`src/rtl/levenshtein_search_engine.sv`:
```
// Myers bit-parallel Levenshtein dictionary search: host regs on a Wishbone slave, dictionary and vector table read one byte at a time over a Wishbone master.
// Slave acks one cycle after a request; each master byte waits for ack/err/rty, and one UPDATE cycle runs per dictionary character.
module levenshtein_search_engine #(
    parameter int MASTER_ADDR_WIDTH = 24,
    parameter int SLAVE_ADDR_WIDTH  = 24,
    parameter int BITVECTOR_WIDTH   = 16,
    parameter int DISTANCE_WIDTH    = 8,
    parameter int ID_WIDTH          = 16
) (
    input  logic                         clk_i,
    input  logic                         rst_ni,
    output logic                         wbm_cyc_o,
    output logic                         wbm_stb_o,
    output logic [MASTER_ADDR_WIDTH-1:0] wbm_adr_o,
    output logic                         wbm_we_o,
    output logic [7:0]                   wbm_dat_o,
    input  logic                         wbm_ack_i,
    input  logic                         wbm_err_i,
    input  logic                         wbm_rty_i,
    input  logic [7:0]                   wbm_dat_i,
    input  logic                         wbs_cyc_i,
    input  logic                         wbs_stb_i,
    input  logic                         wbs_we_i,
    input  logic [SLAVE_ADDR_WIDTH-1:0]  wbs_adr_i,
    input  logic [7:0]                   wbs_dat_i,
    output logic                         wbs_ack_o,
    output logic                         wbs_err_o,
    output logic                         wbs_rty_o,
    output logic [7:0]                   wbs_dat_o
);
    localparam int MAW = MASTER_ADDR_WIDTH;
    localparam int BW  = BITVECTOR_WIDTH;
    localparam int DW  = DISTANCE_WIDTH;
    localparam int IW  = ID_WIDTH;
    localparam int VB  = BITVECTOR_WIDTH / 8;

    typedef enum logic [1:0] {IDLE, FETCH_CHAR, FETCH_VEC, UPDATE} state_t;
    state_t state, state_nxt;

    logic [DW-1:0]  length_q, threshold_q, best_distance, d, d_upd;
    logic [BW-1:0]  mask, init_vp, vp, vn, pm;
    logic [BW-1:0]  d0, hp, hn, hp_sh, vp_new, vn_new;
    logic [IW-1:0]  best_idx, match_count, idx;
    logic [MAW-2:0] dict_address, vec_addr;
    logic [7:0]     chr;
    logic [1:0]     byte_cnt;
    logic           mode, error, found, busy;
    logic [3:0]     sadr;
    logic           slv_req, slv_wr, ctrl_wr, start, abort;
    logic           m_err, m_ack, is_eod, is_eow, hit, stop, last_byte, fetching;
    logic           unused_adr;

    assign sadr       = wbs_adr_i[3:0];
    assign unused_adr = ^wbs_adr_i[SLAVE_ADDR_WIDTH-1:4];
    assign slv_req    = wbs_cyc_i & wbs_stb_i & ~wbs_ack_o;
    assign slv_wr     = slv_req & wbs_we_i;
    assign ctrl_wr    = slv_wr & (sadr == 4'd0);
    assign start      = ctrl_wr & wbs_dat_i[0];
    assign abort      = ctrl_wr & ~wbs_dat_i[0];
    assign m_err      = wbm_cyc_o & (wbm_err_i | wbm_rty_i);
    assign m_ack      = wbm_cyc_o & wbm_ack_i & ~m_err;
    assign is_eod     = (wbm_dat_i == 8'hFF);
    assign is_eow     = (wbm_dat_i == 8'hFE);
    assign hit        = (d <= threshold_q);
    assign stop       = mode & hit;
    assign last_byte  = (byte_cnt == 2'(VB - 1));
    assign fetching   = (state == FETCH_CHAR) || (state == FETCH_VEC);
    assign busy       = (state != IDLE);
    assign vec_addr   = (MAW-1)'(chr) * (MAW-1)'(VB) + (MAW-1)'(byte_cnt);

    assign wbm_stb_o  = wbm_cyc_o;
    assign wbm_we_o   = 1'b0;
    assign wbm_dat_o  = 8'h00;
    assign wbs_err_o  = 1'b0;
    assign wbs_rty_o  = 1'b0;

    // One Myers column step; the |1 on hp_sh makes the top row a +1 edge, i.e. global distance.
    always_comb begin
        d0     = (((pm & vp) + vp) ^ vp) | pm | vn;
        hp     = vn | ~(d0 | vp);
        hn     = d0 & vp;
        hp_sh  = {hp[BW-2:0], 1'b1};
        vp_new = {hn[BW-2:0], 1'b0} | ~(d0 | hp_sh);
        vn_new = d0 & hp_sh;
        d_upd  = d;
        if (|(hp & mask)) begin
            if (d != '1) d_upd = d + 1'b1;
        end else if (|(hn & mask)) begin
            if (d != '0) d_upd = d - 1'b1;
        end
    end

    always_ff @(posedge clk_i or negedge rst_ni) begin
        if (!rst_ni) state <= IDLE;
        else         state <= state_nxt;
    end

    always_comb begin
        state_nxt = state;
        if (start) begin
            state_nxt = FETCH_CHAR;
        end else if (abort || m_err) begin
            state_nxt = IDLE;
        end else begin
            case (state)
                FETCH_CHAR: if (m_ack) begin
                    if (is_eod || (is_eow && stop)) state_nxt = IDLE;
                    else if (!is_eow)               state_nxt = FETCH_VEC;
                end
                FETCH_VEC:  if (m_ack && last_byte) state_nxt = UPDATE;
                UPDATE:     state_nxt = FETCH_CHAR;
                default:    state_nxt = state;
            endcase
        end
    end

    always_ff @(posedge clk_i or negedge rst_ni) begin
        if (!rst_ni) begin
            wbm_cyc_o <= 1'b0;  wbm_adr_o <= '0;      wbs_ack_o <= 1'b0;
            length_q <= '0;     threshold_q <= '0;    mask <= '0;  init_vp <= '0;
            mode <= 1'b0;       error <= 1'b0;        found <= 1'b0;
            best_distance <= '1; best_idx <= '0;      match_count <= '0; idx <= '0;
            dict_address <= '0; d <= '0;  vp <= '0;   vn <= '0;  pm <= '0;
            chr <= '0;          byte_cnt <= '0;
        end else begin
            wbs_ack_o <= slv_req;
            if (slv_wr) begin
                if (sadr == 4'd0) mode        <= wbs_dat_i[1];
                if (sadr == 4'd1) length_q    <= wbs_dat_i[DW-1:0];
                if (sadr == 4'd2) threshold_q <= wbs_dat_i[DW-1:0];
                for (int k = 0; k < VB; k++) begin
                    if (int'(sadr) == 8 + k)  mask[k*8 +: 8]    <= wbs_dat_i;
                    if (int'(sadr) == 12 + k) init_vp[k*8 +: 8] <= wbs_dat_i;
                end
            end
            // A CTRL write outranks whatever the master bus returns in the same cycle.
            if (start) begin
                wbm_cyc_o <= 1'b0;  error <= 1'b0;  found <= 1'b0;
                idx <= '0;  match_count <= '0;  dict_address <= '0;
                best_distance <= '1;  best_idx <= '0;
                d <= length_q;  vp <= init_vp;  vn <= '0;
            end else if (abort) begin
                wbm_cyc_o <= 1'b0;
            end else if (m_err) begin
                wbm_cyc_o <= 1'b0;
                error     <= 1'b1;
            end else begin
                if (m_ack) begin
                    wbm_cyc_o <= 1'b0;
                end else if (fetching && !wbm_cyc_o) begin
                    wbm_cyc_o <= 1'b1;
                    wbm_adr_o <= (state == FETCH_CHAR) ? {1'b1, dict_address} : {1'b0, vec_addr};
                end
                case (state)
                    FETCH_CHAR: if (m_ack) begin
                        dict_address <= dict_address + 1'b1;
                        if (is_eow) begin
                            if (hit && match_count != '1) match_count <= match_count + 1'b1;
                            if (stop) begin
                                best_distance <= d;
                                best_idx      <= idx;
                                found         <= 1'b1;
                            end else begin
                                if (!mode && d < best_distance) begin
                                    best_distance <= d;
                                    best_idx      <= idx;
                                end
                                idx <= idx + 1'b1;
                                d   <= length_q;
                                vp  <= init_vp;
                                vn  <= '0;
                            end
                        end else if (!is_eod) begin
                            chr      <= wbm_dat_i;
                            byte_cnt <= '0;
                            pm       <= '0;
                        end
                    end
                    FETCH_VEC: if (m_ack) begin
                        pm       <= (pm << 8) | BW'(wbm_dat_i);
                        byte_cnt <= byte_cnt + 1'b1;
                    end
                    UPDATE: begin
                        d  <= d_upd;
                        vp <= vp_new;
                        vn <= vn_new;
                    end
                    default: ;
                endcase
            end
        end
    end

    always_comb begin
        logic [15:0] bi16, mc16;
        bi16      = 16'(best_idx);
        mc16      = 16'(match_count);
        wbs_dat_o = 8'h00;
        case (sadr)
            4'd0: wbs_dat_o = {5'b0, found, error, busy};
            4'd1: wbs_dat_o = 8'(length_q);
            4'd2: wbs_dat_o = 8'(threshold_q);
            4'd3: wbs_dat_o = 8'(best_distance);
            4'd4: wbs_dat_o = bi16[15:8];
            4'd5: wbs_dat_o = bi16[7:0];
            4'd6: wbs_dat_o = mc16[15:8];
            4'd7: wbs_dat_o = mc16[7:0];
            default: begin
                for (int k = 0; k < VB; k++) begin
                    if (int'(sadr) == 8 + k)  wbs_dat_o = mask[k*8 +: 8];
                    if (int'(sadr) == 12 + k) wbs_dat_o = init_vp[k*8 +: 8];
                end
            end
        endcase
    end
endmodule
```
`config.mk`:
```
export PLATFORM = sky130hd
export DESIGN_NAME = levenshtein_search_engine
export DESIGN_NICKNAME = d
export VERILOG_FILES = /design/src/rtl/levenshtein_search_engine.sv
export SDC_FILE = /design/constraint.sdc
export NUM_CORES = 1
export LEC_CHECK = 0
export CORE_MARGIN = 2
export CORE_UTILIZATION = 47
export CTS_BUF_LIST = sky130_fd_sc_hd__clkbuf_4 sky130_fd_sc_hd__clkbuf_8
export CTS_CLUSTER_SIZE = 20
export DETAILED_ROUTE_END_ITERATION = 16
export PLACE_DENSITY = 0.66
export SLEW_MARGIN = 10
export SYNTH_ARGS = -nofsm -noshare
export SYNTH_HDL_FRONTEND = slang
export SYNTH_SLANG_ARGS = --single-unit
```
`constraint.sdc`:
```
create_clock -name clk_i -period 4.37 [get_ports clk_i]
set_input_delay 1.0925 -clock clk_i [delete_from_list [all_inputs] [get_ports clk_i]]
set_output_delay 1.0925 -clock clk_i [all_outputs]
set_load 0.05 [all_outputs]
```
# After elaboration in Yosys (flattened, before gate mapping)
# Cells that the tools add are included.
[op_classes]
n_addsub = 8
n_mul = 0
div_mod_pow = 0
magnitude_cmp = 2
n_eq_ne = 35
shifts = 0
mux = 98
bitwise_logic = 34
reduce_logical = 45
[ops]
columns = ["cell", "count"]
rows = [
  ["2-to-1 mux 16 bit", 38],
  ["2-to-1 mux 8 bit", 22],
  ["2-to-1 mux 23 bit", 5],
  ["bitwise OR 16 bit", 6],
  ["case mux 16 bit (2 select lines)", 3],
  ["bitwise AND 16 bit", 5],
  ["case mux 8 bit (8 select lines)", 1],
  ["adder 16 x 1 -> 16 bit (second input constant)", 2],
  ["inverter 16 bit", 2],
  ["OR reduction 16 bit", 2],
  ["AND reduction 6 bit", 5],
  ["equality test 4 x 3 -> 1 bit (second input constant)", 6],
  ["2-to-1 mux 24 bit", 1],
  ["adder 23 x 1 -> 23 bit (second input constant)", 1],
  ["2-to-1 mux 2 bit", 10],
  ["adder 16 bit", 1],
  ["equality test 8 bit (second input constant)", 2],
  ["!= test 16 bit (second input constant)", 1],
  ["bitwise OR 16 x 8 -> 16 bit", 1],
  ["case mux 8 bit (2 select lines)", 1],
  ["AND reduction 2 bit", 8],
  ["nonzero test 2 bit", 8],
  ["XOR 16 bit", 1],
  ["2-to-1 mux 1 bit", 15],
  ["other kinds (35)", 75],
]
[word_totals]
register_bits = 224
latchBits = 0
ramBits = 0
romBits = 0
in_bits = 48
out_inout_bits = 46
word_cells = 246
n_memories = 0

# Depth between registers and ports, before layout
# Gate-level depths: netlist (run 1).
[logic_depth]
depth_word = 15
mapped_depth = 21
depth_no_buf = 19

# Least setup slack after synthesis (run 1)
# Ideal clock, no wire load.
[synth_path]
path_kind = "input -> output"
from = "in wbs_adr_i[0]"
to = "out wbs_dat_o[4]"
arrival_time_ps = 3409
required_ps = 3278
slack_ps = -131
cell_stages = 5
path_buffers = 2
path_cell_list = "clkbuf_1 -> clkbuf_1 -> o21ai_0 -> a21o_1 -> a222oi_1"
[synth_via]
elab_chain_cells = 6
elab_cells_between_ends = 17
classes_between = "eq/ne: 11; mux: 5; reduce/logical: 1"
[synth_lines]
columns = ["item", "line_no", "text"]
rows = [
  ["start: declaration", "24", "input logic [SLAVE_ADDR_WIDTH-1:0] wbs_adr_i,"],
  ["equality test 4 bit", "210", "if (int'(sadr) == 8 + k) wbs_dat_o = mask[k*8 +: 8];"],
  ["2-to-1 mux 8 bit", "210", ""],
  ["2-to-1 mux 8 bit", "211", "if (int'(sadr) == 12 + k) wbs_dat_o = init_vp[k*8 +: 8];"],
  ["2-to-1 mux 8 bit", "210", ""],
  ["2-to-1 mux 8 bit", "211", ""],
  ["case mux 8 bit (8 select lines) (*)", "199", "case (sadr)"],
  ["end: declaration", "29", "output logic [7:0] wbs_dat_o"],
]
# Every way passes the cells marked *; elsewhere a longest branch is shown, timed or not.

# Worst setup path in the final report (run 1)
[layout_path]
from = "in wbs_adr_i[1]"
to = "out wbs_dat_o[2]"
# The elaborated chain is that of the path after synthesis.

==> impl_metrics.toml, run 1 <==
[run_status]
status = "completed"

[critical_path]
cp.required_ps = 3280
reg2reg_slack_ps = 250
ff2ff_path_depth = 18
rr_endpoint = "d[7]$_DFFE_PN0P_"
crit_chain = "clkdlybuf4s50_1, buf_12, nor2b_1, a221o_1, o21ai_0, a22oi_1, buf_12"
path_delay_family = "buffers and inverters"
cp-startpoint = "wbs_adr_i[1]"
worstSetupPathDepth = 7
critPathCapture = "wbs_dat_o[2]"
crit_slowest_cell = "clkdlybuf4s50_1"
crit_path_end_kind = "output port"
critPathArrivalTime_ps = 3040
cp_max_fo = 30
cpPeakStageDelay_ps = 500
path_class = "in -> out"
worst-path-buf-inv = 3
reg2reg_from = "pm[1]$_DFFE_PN0P_"
crit_top_cell = "buf_12"
critPathLaunchType = "input port"

[floorplan]
start_util = 0.480
die-area_um2 = 28900
die_y_um = 170
die_x_um = 170
core_area_um2 = 27000
ios = 94
rows = 60

[global_route]
grt_max_degree = 82
grt.busiest_layer = "met2"
gr-usage-all-layers = 0.253
grt_pass1_vias = 10537
groute.layer.met3.usage = 0.0351
use_met1 = 0.338
antenna_found_initial = 0
overflow = 0
met2_usage = 0.422
grt_pass1_wl_mm = 57.7

[drt]
dr.first_iter.drc_count = 816
post_drt_wl_per_cell_um = 19.2
ant_nets = 0
routed_wl_mm = 36.1
num_vias = 10854
viasPerCell = 5.78
drc = 0
dr.pass1.iters = 5

[cells_and_area]
ff_latch_area_um2 = 5620
syn_to_final_growth_pct = 16.7
layout_commonest_cell = "dfrtp_1"
drive_gt1_frac = 0.168
fin_util = 0.560
diodes = 0
multi_input_area_um2 = 6860
mostFrequentLayoutCells = "216 x dfrtp_1, 185 x nand2_1, 149 x nor2_1"
fin_nets = 1593
fillers = 2456

[synthesis]
synth-main-ff-cell = "dfrtp_1"
yosysTopAreaCellShare = 0.417
yosys_warnings = 0
ys_seq_elements = 224
yosys.area.top_type = "dfrtp_1"
ys_async_sr_fraction = 1.00
syn_inst = 1410
syn-cell-area_um2 = 13000
avgSynthCellArea_um2 = 9.20
synth_area_leaders = "dfrtp_1 42%, nand2_1 5.4%, mux2_2 5.0%"
yosysSeqAreaShare = 0.433
synth_edf_count = 0
yosysUniqueCellTypes = 85

[sta]
finalHoldViolCount = 0
report.final.setup_viol = 0
slew_headroom = 0.451
setup_tns_ps = 0
rsz0062_at_grt = "no"
fmax_mhz = 242
worst_pin_slew_ps = 823
post-route-min-period_ps = 4130
post-route-period-util = 0.945
fin_skew_ps = 27.7
fin_ws_ps = 242
finalMaxSlewViolations = 0

[clock_network]
h-tree-depth = 2
clk_path_buf_depth = 3
clk_latency_ps = 560
cts_tree = "done"
clk_root_buffer_cell = "clkbuf_8"
clock-sinks = 224
numCtsBuffers = 41
path_clk_slew_ps = 50

[min_path]
whs_path_depth = 1
hp-class = "reg -> reg"

[placement]
portBuffers = 62
hpwl_mm = 26.0
pre_cts_slack_ps = -47.7
finalWeightedCongestion = 0.971

[power_and_ir_drop]
peakVddDrop_uv = 219
power_leakage_nw = 6.75
power_density_nw_per_um2 = 445

[job]
cap_violations = 0
layout make-up:
cell class                 count  share of cell area
inverter                      49              0.0122
clock buffer                  62              0.0498
multi-input combinational   1063               0.453
tap                          341              0.0282
sequential                   224               0.371
timing repair buffer         133              0.0832
clock inverter                 7             0.00265
synthesized netlist by cell type, types with 17 or more instances:
cell      number
xnor2_1       18
ha_1          32
nand4_1       22
o21ai_0      111
mux2_2        58
nand3_1       38
a21oi_1       93
nor2b_1       19
nand2_1      185
clkbuf_1      59
xor2_1        35
nor2_1       150
inv_1         47
mux2i_1       34
and3_1        17
dfrtp_1      216
through the flow:
stage | power (mW) | cells | hold WS (ps) | area, um2
CTS | 6.78 | 1878 | 443 | 15100
detailed placement | 4.77 | 1809 | 430 | 14300
global placement | 4.74 | 1809 | 434 | 14300
floorplan | 4.04 | 1420 | 458 | 13000
finish | 6.74 | 1879 | 437 | 15100
global route | 7.13 | 1879 | 482 | 15100
worst min-delay path by stage:
| stage | slack [ps] | start | endpoint |
|---|---|---|---|
| finish | 440 | wbs_ack_o$_DFF_PN0_ | wbs_ack_o$_DFF_PN0_ |
| floorplan | 460 | error$_DFFE_PN0P_ | error$_DFFE_PN0P_ |
| global placement | 430 | wbs_ack_o$_DFF_PN0_ | wbs_ack_o$_DFF_PN0_ |
| global route | 480 | wbs_ack_o$_DFF_PN0_ | wbs_ack_o$_DFF_PN0_ |
| CTS | 440 | wbs_ack_o$_DFF_PN0_ | wbs_ack_o$_DFF_PN0_ |
| detailed placement | 430 | wbs_ack_o$_DFF_PN0_ | wbs_ack_o$_DFF_PN0_ |
kinds of logic after synthesis:
logic type                 after synthesis  synth area share
other                                    1          0.000289
muxes                                  104            0.0946
DFF                                    224             0.433
buffers and inverters                  133            0.0438
and+or+nand+nor                        523             0.190
adders and majority gates               35            0.0340
xor gates and xnor gates                53            0.0358
AOI/OAI and AO/OA                      337             0.168
where the power goes:
group / internal [mW] / switching (mW)
Sequential: 2.35 / 0.329
Clock: 1.09 / 0.878
Combinational: 0.819 / 1.27
Total: 4.26 / 2.48
registers in the layout (all words and copies together) (netlist names), 16 cells and up:
name,cells
vp,16
dict_address,23
mask,16
match_count,16
vn,16
pm,16
init_vp,16
idx,16
best_idx,16
wbm_adr_o,24
routing by layer:
layer  up-vias  wire, um
met1      5272     15800
met5         -         0
met2       307     17400
met3        85      1600
met4         0      1280
li1       5190         -
what timing repair did:
item	CTS	global route
endpoints found under the setup margin	1	3
buffers inserted	0	1
endpoints found under the hold margin	0	0
pin swaps	0	2
resized for setup	1	4
hold buffers	0	0
(Power assumes the default switching activity.)
==> run 2, diff against run 1 <==
--- a/config.mk
+++ b/config.mk
@@ -10,6 +10,7 @@
 export CTS_BUF_LIST = sky130_fd_sc_hd__clkbuf_4 sky130_fd_sc_hd__clkbuf_8
 export CTS_CLUSTER_SIZE = 20
 export DETAILED_ROUTE_END_ITERATION = 16
+export GPL_ROUTABILITY_DRIVEN = 0
 export PLACE_DENSITY = 0.66
 export SLEW_MARGIN = 10
 export SYNTH_ARGS = -nofsm -noshare
==> constraint.sdc (replaced) <==
create_clock -name clk_i -period 4.04 [get_ports clk_i]
set_input_delay 1.01 -clock clk_i [delete_from_list [all_inputs] [get_ports clk_i]]
set_output_delay 1.01 -clock clk_i [all_outputs]
set_load 0.05 [all_outputs]
==> run 2 against run 1 <==
  * Count of clock-buffer cells in the layout did not move
  * Via count rose by 3.7%
  * Critical path depth rose by 13
  * The flow now finishes with violations (negative setup slack)
  * Critical endpoint is now d[6]$_DFFE_PN0P_
==> impl_metrics.toml, run 2 (synthesis results as in run 1) <==
[critical_path]
cp_max_fo = 5
worst-path-buf-inv = 3
crit_chain = "nor2b_1, ha_2, a211oi_2, a2111oi_4, o41ai_4, a211oi_2, nand4_1, a2111oi_2, and3_4, buf_4, inv_1, fa_2, inv_1, a21oi_1, o21bai_1, a21o_1, a21oi_1, xor2_1, o21ai_0, mux2_4"
path_delay_family = "compound AO/OA/AOI/OAI gates"
rr_endpoint = "d[6]$_DFFE_PN0P_"
critPathArrivalTime_ps = 4530
cpPeakStageDelay_ps = 630
reg2reg_from = "pm[1]$_DFFE_PN0P_"
crit_path_end_kind = "register"
reg2reg_slack_ps = -70
ff2ff_path_depth = 20
cp.required_ps = 4460
critPathLaunchType = "register"
path_class = "reg -> reg"
crit_slowest_cell = "a2111oi_4"

[floorplan]
ios = 94
die_y_um = 170
rows = 60
die-area_um2 = 28900
core_area_um2 = 27000
start_util = 0.480
die_x_um = 170

[power_and_ir_drop]
power_density_nw_per_um2 = 480
power_leakage_nw = 7.08
peakVddDrop_uv = 257

[clock_network]
cts_tree = "done"
clk_path_buf_depth = 3
clk_root_buffer_cell = "clkbuf_8"
h-tree-depth = 2
clk_latency_ps = 550
holdBufCountCts = 0
clock-sinks = 224
numCtsBuffers = 40
path_clk_slew_ps = 50

[sta]
fin_skew_ps = 25.4
finalHoldViolCount = 0
post-route-period-util = 1.02
fin_ws_ps = -70.5
slew_headroom = 0.335
rsz0062_at_grt = "yes"
fmax_mhz = 243
setup_tns_ps = -145
finalMaxSlewViolations = 0
worst_pin_slew_ps = 984
report.final.setup_viol = 3
hold_slack_ps = 450
post-route-min-period_ps = 4110

[min_path]
min_to = "wbs_ack_o$_DFF_PN0_"
min_from = "wbs_ack_o$_DFF_PN0_"
hp-class = "reg -> reg"
whs_path_depth = 1

[global_route]
grt_max_degree = 92
grt_pass1_wl_mm = 58.9
overflow = 0
antenna_found_initial = 0
gr-usage-all-layers = 0.257
grt_pass1_vias = 10941

[drt]
ant_nets = 0
drc = 0
routed_wl_mm = 37.0
dr.first_iter.drc_count = 935
dr.pass1.iters = 6
post_drt_wl_per_cell_um = 19.1
num_vias = 11258
viasPerCell = 5.81

[run_status]
violations = "negative setup slack"
status = "finished with violations"

[cells_and_area]
reg_top3 = "wbm_adr_o x24, dict_address x23"
largest_register_ffs = 24
mostFrequentLayoutCells = "216 x dfrtp_1, 185 x nand2_1, 149 x nor2_1"
finalInstanceArea_um2 = 15600
diodes = 0
syn_to_final_growth_pct = 20.6
largest-register = "wbm_adr_o"
fin_cells = 1937
layout_commonest_cell = "dfrtp_1"
fin_nets = 1651
drive_gt1_frac = 0.201

[placement]
portBuffers = 62
dpl.cell_count = 1864
pre_cts_slack_ps = -226
hpwl_mm = 27.0
placedInstanceArea_um2 = 14700

[job]
cap_violations = 0
==> run 2: cell count changes in the layout (fill, tap and decap cells not counted), moves of 2 or more <==
cell	before	now
o21ai_1	3	5
clkinv_2	5	3
o21ai_0	110	108
clkdlybuf4s50_1	52	50
buf_4	69	128
==> run 2: repair_timing <==
item,4_1_cts,5_1_grt
gates resized for setup,4,9
setup endpoints to repair,5,5
cloned,0,1
pin swaps,2,5
setup buffers,2,2
==> run 2: stage by stage <==
| step | util | power (mW) |
|---|---|---|
| 4_1_cts | 0.576 | 7.53 |
| 5_1_grt | 0.579 | 7.93 |
| 6_report | 0.579 | 7.51 |
| 3_5_place_dp | 0.545 | 5.30 |
| 2_1_floorplan | - | 4.37 |
| 3_3_place_gp | 0.545 | 5.24 |
==> run 2: layout make-up <==
type | instances | area (um2)
Fill cell | 2410 | 11400
Multi-Input combinational cell | 1063 | 6890
Sequential cell | 224 | 5620
Timing Repair Buffer | 192 | 1710
Clock buffer | 62 | 759
Tap cell | 341 | 427
Inverter | 49 | 184
Clock inverter | 6 | 61.3
==> run 2: worst max-delay path by stage <==
stage	startpoint	endpoint	slack, ps	cells after the start
after floorplan	wbs_adr_i[1]	wbs_dat_o[4]	10	5
after global placement	pm[1]$_DFFE_PN0P_	d[7]$_DFFE_PN0P_	-170	18
after detailed placement	pm[1]$_DFFE_PN0P_	d[6]$_DFFE_PN0P_	-230	20
after CTS	pm[1]$_DFFE_PN0P_	d[6]$_DFFE_PN0P_	-30	20
after global routing	pm[1]$_DFFE_PN0P_	d[7]$_DFFE_PN0P_	-300	18
final	pm[1]$_DFFE_PN0P_	d[6]$_DFFE_PN0P_	-70	20
==> run 2: power breakdown <==
| group | internal (mW) | switching, mW | total, mW |
|---|---|---|---|
| clock | 1.26 | 0.934 | 2.19 |
| combinational | 1.00 | 1.46 | 2.47 |
| sequential | 2.54 | 0.315 | 2.85 |
==> run 2: metal layers <==
metal | routed length [um] | share of wire | global-route usage
met5 | 0 | 0 | 0
met4 | 1300 | 0.035 | 0.100
met3 | 2210 | 0.060 | 0.0409
met2 | 17900 | 0.48 | 0.429
met1 | 15600 | 0.42 | 0.337
==> run 2: worst register-to-register path: stages (launching register included) <==
cell	delay [ps]
dfrtp_1	370
nor2b_1	120
ha_2	200
a211oi_2	60
a2111oi_4	630
o41ai_4	190
a211oi_2	210
nand4_1	140
a2111oi_2	230
and3_4	310
buf_4	140
inv_1	50
fa_2	340
inv_1	60
a21oi_1	60
o21bai_1	200
a21o_1	150
a21oi_1	70
xor2_1	130
o21ai_0	90
mux2_4	270
==> run 3, diff against run 2 <==
--- a/config.mk
+++ b/config.mk
@@ -12,6 +12,7 @@
 export DETAILED_ROUTE_END_ITERATION = 16
 export GPL_ROUTABILITY_DRIVEN = 0
 export PLACE_DENSITY = 0.66
+export SKIP_CTS_REPAIR_TIMING = 1
 export SLEW_MARGIN = 10
 export SYNTH_ARGS = -nofsm -noshare
 export SYNTH_HDL_FRONTEND = slang
==> constraint.sdc (replaced) <==
create_clock -name clk_i -period 4.04 [get_ports clk_i]
set_input_delay 1.212 -clock clk_i [delete_from_list [all_inputs] [get_ports clk_i]]
set_output_delay 1.212 -clock clk_i [all_outputs]
set_load 0.05 [all_outputs]
==> run 3 against run 2 <==
  * The flow still finishes with violations (negative setup slack)
  * Worst hold slack lost 8.2 ps
  * First-iteration DRC count grew 3.0%
  * Non-clock buffer count grew 20
  * Global-route usage grew 0.45 points
  * Core utilization grew 1.4 points
  * Critical path type unchanged
  * Largest cell class unchanged
  * Highest routed layer unchanged
==> impl_metrics.toml, run 3 (synthesis results as in run 1) <==
[sta]
post-route-period-util = 1.02
worst_pin_slew_ps = 833
slew_headroom = 0.444
rsz0062_at_grt = "yes"
fin_skew_ps = 34.8
setup_tns_ps = -135
fin_ws_ps = -74.1
finalHoldViolCount = 0
fmax_mhz = 243
report.final.setup_viol = 2
finalMaxSlewViolations = 0
hold_slack_ps = 442
post-route-min-period_ps = 4110

[placement]
placedInstanceArea_um2 = 14900
pre_cts_slack_ps = -249
portBuffers = 62
hpwl_mm = 27.0
dpl.cell_count = 1882

[clock_network]
path_clk_slew_ps = 50
cts_tree = "done"
clk_path_buf_depth = 3
clock-sinks = 224
clk_root_buffer_cell = "clkbuf_8"
numCtsBuffers = 41
clk_latency_ps = 560
h-tree-depth = 2

[drt]
ant_nets = 0
dr.first_iter.drc_count = 963
num_vias = 11373
viasPerCell = 5.80
post_drt_wl_per_cell_um = 19.2
drc = 0
routed_wl_mm = 37.7
dr.pass1.iters = 7

[global_route]
overflow = 0
antenna_found_initial = 0
grt_pass1_wl_mm = 59.6
grt_max_degree = 99
grt_pass1_vias = 11139
gr-usage-all-layers = 0.262

[cells_and_area]
largest_register_ffs = 24
fin_util = 0.593
syn_to_final_growth_pct = 23.5
finalInstanceArea_um2 = 16000
layout_commonest_cell = "dfrtp_1"
fin_nets = 1672
largest-register = "wbm_adr_o"
drive_gt1_frac = 0.223
mostFrequentLayoutCells = "216 x dfrtp_1, 185 x nand2_1, 149 x nor2_1"
diodes = 0
reg_top3 = "wbm_adr_o x24, dict_address x23"
fin_cells = 1962

[floorplan]
core_area_um2 = 27000
rows = 60
start_util = 0.480
die_x_um = 170
die_y_um = 170
die-area_um2 = 28900
ios = 94

[critical_path]
ff2ff_path_depth = 20
cp.required_ps = 4480
crit_slowest_cell = "a2111oi_4"
critPathCapture = "d[6]$_DFFE_PN0P_"
crit_path_end_kind = "register"
critPathLaunchType = "register"
reg2reg_slack_ps = -70
crit_chain = "nor2b_2, ha_2, a211oi_4, a2111oi_4, o41ai_2, a211oi_1, nand4_1, a2111oi_2, and3_4, buf_6, inv_4, fa_2, inv_2, a21oi_2, o21bai_1, a21o_1, a21oi_2, xor2_1, o21ai_1, mux2_4"
rr_endpoint = "d[6]$_DFFE_PN0P_"
cpPeakStageDelay_ps = 470
critPathArrivalTime_ps = 4550
path_class = "reg -> reg"
reg2reg_from = "pm[1]$_DFFE_PN0P_"
cp-startpoint = "pm[1]$_DFFE_PN0P_"
cp_max_fo = 4
crit_top_cell = "a21oi_2"

[power_and_ir_drop]
p_total_mw = 7.74
peakVddDrop_uv = 287
power_density_nw_per_um2 = 483
power_leakage_nw = 7.25

[min_path]
whs_path_depth = 1
hp-class = "reg -> reg"

[job]
cap_violations = 0

[run_status]
status = "finished with violations"
violations = "negative setup slack"
run 3: layer usage:
metal	part of all wire	wire [um]	vias to the layer above	global-route usage
met5	0	0	-	0
met4	0.046	1750	0	0.124
met3	0.054	2050	112	0.0456
met2	0.47	17800	367	0.424
met1	0.43	16100	5533	0.342
li1	-	-	5361	-
run 3: critical path, delay by kind of cell (launching register included):
kind                     cells  cell delay [ps]
AND/OR/NAND/NOR              3              580
XOR/XNOR                     1              150
buffers and inverters        3              230
flip-flops                   1              380
AO/OA/AOI/OAI               10             1830
multiplexers                 1              270
adder cells (fa/ha/maj)      2              590
run 3: worst min path at each step:
stage,startpoint,end,slack (ps)
after floorplan,error$_DFFE_PN0P_,error$_DFFE_PN0P_,460
after global placement,wbs_ack_o$_DFF_PN0_,wbs_ack_o$_DFF_PN0_,440
after detailed placement,wbs_ack_o$_DFF_PN0_,wbs_ack_o$_DFF_PN0_,440
after CTS,wbs_ack_o$_DFF_PN0_,wbs_ack_o$_DFF_PN0_,450
after global routing,wbs_ack_o$_DFF_PN0_,wbs_ack_o$_DFF_PN0_,490
final,wbs_ack_o$_DFF_PN0_,wbs_ack_o$_DFF_PN0_,440
run 3: power breakdown:
group | switching [mW] | leakage [nW] | internal (mW)
Sequential | 0.309 | 3.01 | 2.54
Clock | 0.994 | 0.485 | 1.37
Combinational | 1.49 | 3.75 | 1.04
run 3: layout make-up:
cell class                 instances  area [um2]
sequential                       224        5620
tap                              341         427
clock inverter                     9        80.1
clock buffer                      64         825
fill                            2374       11000
multi-input combinational       1063        6950
timing repair buffer             212        1940
inverter                          49         186
